## config.mk

```make
export PLATFORM = sky130hd
export DESIGN_NAME = req_arbiter_8
export DESIGN_NICKNAME = d
export VERILOG_FILES = /design/src/rtl/req_arbiter_8.sv
export SDC_FILE = /design/constraint.sdc
export NUM_CORES = 1
export LEC_CHECK = 0
export ABC_AREA = 1
export BUFFER_PORTS_ARGS = -buffer_cell sky130_fd_sc_hd__buf_2
export CORE_MARGIN = 2
export CORE_UTILIZATION = 30
export DETAILED_ROUTE_END_ITERATION = 10
export PLACE_DENSITY = 0.5
export SLEW_MARGIN = 20
export SYNTH_ARGS = -nofsm -noshare
export SYNTH_HDL_FRONTEND = slang
export SYNTH_SLANG_ARGS = --single-unit
```

## constraint.sdc

```tcl
create_clock -name clk -period 5.1 [get_ports clk]
set_input_delay 0 -clock clk [delete_from_list [all_inputs] [get_ports clk]]
set_output_delay 0 -clock clk [all_outputs]
set_load 0.05 [all_outputs]
```

## src/rtl/req_arbiter_8.sv

```systemverilog
// req_arbiter_8: edge-captured sticky requests, round-robin pick, one-hot grant held under valid/ack.
module req_arbiter_8 (
    input  logic       clk,
    input  logic       rst_n,
    input  logic [7:0] req,
    input  logic       ack,
    input  logic       clr_ovf,
    output logic [7:0] grant,
    output logic       valid,
    output logic [7:0] pending,
    output logic       ovf
);
    typedef enum logic {IDLE, GRANT} state_t;
    state_t     state_q, state_d;
    logic [7:0] req_q, pending_q, pending_d, grant_q, grant_d, rise, clr_mask;
    logic       ovf_q, ovf_d;
    logic [2:0] ptr_q, ptr_d, gidx_q, gidx_d, win_idx, cand;
    // Scan from the farthest offset down so the nearest pending bit at/after ptr wins.
    always_comb begin
        win_idx = ptr_q;
        cand    = ptr_q;
        for (int k = 7; k >= 0; k--) begin
            cand = ptr_q + 3'(k);
            if (pending_q[cand]) win_idx = cand;
        end
    end
    always_comb begin
        rise      = req & ~req_q;
        clr_mask  = (state_q == GRANT && ack) ? grant_q : 8'h00;
        pending_d = (pending_q & ~clr_mask) | rise;
        ovf_d     = (|(rise & pending_q & ~clr_mask)) | (ovf_q & ~clr_ovf);
        state_d   = state_q;
        grant_d   = grant_q;
        ptr_d     = ptr_q;
        gidx_d    = gidx_q;
        if (state_q == IDLE) begin
            if (|pending_q) begin
                grant_d = 8'h01 << win_idx;
                gidx_d  = win_idx;
                state_d = GRANT;
            end
        end else if (ack) begin
            grant_d = 8'h00;
            ptr_d   = gidx_q + 3'd1;
            state_d = IDLE;
        end
    end
    always_ff @(posedge clk) begin
        req_q <= req;
        if (!rst_n) begin
            state_q   <= IDLE;
            pending_q <= 8'h00;
            grant_q   <= 8'h00;
            ovf_q     <= 1'b0;
            ptr_q     <= 3'd0;
            gidx_q    <= 3'd0;
        end else begin
            state_q   <= state_d;
            pending_q <= pending_d;
            grant_q   <= grant_d;
            ovf_q     <= ovf_d;
            ptr_q     <= ptr_d;
            gidx_q    <= gidx_d;
        end
    end
    assign grant   = grant_q;
    assign valid   = (state_q == GRANT);
    assign pending = pending_q;
    assign ovf     = ovf_q;
endmodule

```

==> metrics.txt <==
status finished clean; # fillers 654; final worst clock skew 8.19 ps; post-detailed-route count of antenna-violating nets 0; RR Endpoint grant[5]; Area growth, synth to finish 20.9%; largest net degree at the start of global routing 21; Die Ht 83.0 um; Worst-path clk slew 70 ps; number of buffers added on ports 29; Slew Limit Fails 0; Pleak 0.00112 uW; fmax 365 MHz; DRC 0; CTS tree done; Num CTS Buffers 5; final hold vios 0; drt first pass iters 4; Crit Path Category flip-flop to flip-flop; unique cell type count in the Yosys netlist 26; Post-Synthesis Cells 282; worst hold path type primary input to flip-flop; share of layout cells above drive strength 1 20.8%; Critical Path Sink Type flip-flop; die span in x 83.0 um; Arr. time, crit path 2890 ps; ys async rst share 0%; Pwr per Cell Area 401 nW/um^2; count leader, synth nand2_1; Sum Neg Setup Slack 0 ps; slew margin rel. 51.1%; RePlAce Congestion 0.875; wire per inst 12.3 um; FP Rows 28; FF+latch count, synth 32; reg2reg setup slack 2360 ps; syn avg cell area 6.64 sq um; htree depth 2; fin crit share 53.8%; IO Pins 30; Hold Path Origin clr_ovf; via/cell ratio 4.71; core area 5990 sq um; initial DRC count 133; worst hold stages 6; reg2reg path depth 19; placed cells 380; type of origin of the critical path flip-flop; Worst-Skew Late Latency 290 ps; MaxCap Viol Count 0; Post-Syn Area 1870 sq um; Via Count 1870; Min-Delay Endpoint ovf; top post-synthesis cells by area dfxtp_1, nand2_1, nand3_1; Post-synth EDFFs 0; diodes inserted 0; top post-synthesis cells by count nand2_1, inv_1, dfxtp_1; Synth top area share 34.2%; first-pass GRT wire length 8.25 mm; initial antenna violation count 0; all-layer global routing usage 14.6%; worst path required time 5240 ps; RR Startpoint ptr_q[1]; total congestion overflow 0; fin cells 397; nets@finish 336; post-synthesis sequential area ratio 34.2%; leading area contributor after synthesis dfxtp_1; worst slew pin tran 733 ps; Yosys warnings 0; Initial Utilization 31.2%; clock root cell clkbuf_8; Post-Synthesis Net Count 297; Crit Path Max Fanout 11; shortest period the worst path allows 2740 ps; Routed Wire Length 4.88 mm; setup violators final 0; setup bufs post-CTS 0; Detailed Place HPWL 3.87 mm; main flop type after synthesis dfxtp_1; RSZ-0062 raised after global routing false; CTS max path bufs 2; vias in the first global route 1862; Max IR drop VDD 0.000219 V; DIE AREA 6890 sq um; clk sinks 32
## worst max-delay path, cell delays in order, from the launching register on
cell and delay, ps:
dfxtp_1 590, inv_2 180, ha_1 440, inv_1 140, nand3_1 150, nand3_2 110, nand2_2 110, inv_1 40
nand2_1 60, nand2_1 50, nand2_1 50, nand2_1 50, nand2_1 100, nand2_1 70, nand2_1 110, nand2_4 90
nand2_1 90, inv_1 50, nand2_1 70, a21oi_2 50
## layer usage
metal | wire [um] | part of all wire, % | global-route usage (%)
met1 | 2240 | 46 | 17.2
met2 | 2360 | 48 | 25.7
met4 | 87 | 1.8 | 5.51
met5 | 0 | 0 | 0
met3 | 186 | 3.8 | 3.18
## state kept, by name, indices dropped and copies added, names as in the netlist
register  count
req_q         8
ovf           1
ptr_q         3
pending       8
grant         8
gidx_q        3
valid         1
## how the worst max path moves through the flow
stage	startpoint	end	slack (ps)	depth (start not counted)
2_1_floorplan	ptr_q[0]	grant[0]	2870	21
3_3_place_gp	ptr_q[1]	grant[1]	2350	19
3_5_place_dp	ptr_q[1]	grant[1]	2360	19
4_1_cts	ptr_q[1]	grant[1]	2340	19
5_1_grt	ptr_q[1]	grant[0]	2010	19
6_report	ptr_q[1]	grant[5]	2360	19
## report_power, final
| part | switching [uW] | internal [uW] | leakage, uW |
|---|---|---|---|
| sequential | 25.3 | 276 | 0.000265 |
| clock | 99.8 | 144 | 0.0000541 |
| combinational | 252 | 112 | 0.000799 |
## stage by stage
step                util, %  area, sq um  hold WS [ps]  total power [uW]  setup WS, ps
floorplan                 -         1870          27.7               591          2870
global placement       34.4         2060           117               671          2350
detailed placement     34.4         2060           120               666          2360
CTS                    37.8         2260           102               917          2340
global route           37.8         2260           141               976          2010
finish                 37.8         2260           118               908          2360
## area by class of cell
cell class	count	area [sq um]	share of cell area (%)
Tap cell	75	93.8	4.15
Clock buffer	5	68.8	3.04
Timing Repair Buffer	38	235	10.4
Multi-Input combinational cell	203	1030	45.3
Inverter	41	156	6.91
Clock inverter	3	42.5	1.88
Sequential cell	32	641	28.3
## cell usage in the layout, fill, tap and decap left out, types with 9 or more instances in the layout
cell type,n
o21ai_0,9
dlygate4sd3_1,9
nor2_1,23
nand3_2,9
buf_2,29
dfxtp_1,32
nand3_1,28
nand2_1,84
a21oi_1,20
inv_1,37
## cell families after synthesis
group	synth area share, %
AOI/OAI and AO/OA	11.4
xor gates and xnor gates	0.936
adders and majority gates	2.01
buffers and inverters	11.0
DFF	34.2
and+or+nand+nor	40.5
## what timing repair did
action	4_1_cts	5_1_grt
resized for setup	0	0
endpoints found under the hold margin	15	0
hold buffers	9	0
(Power assumes the default switching activity.)
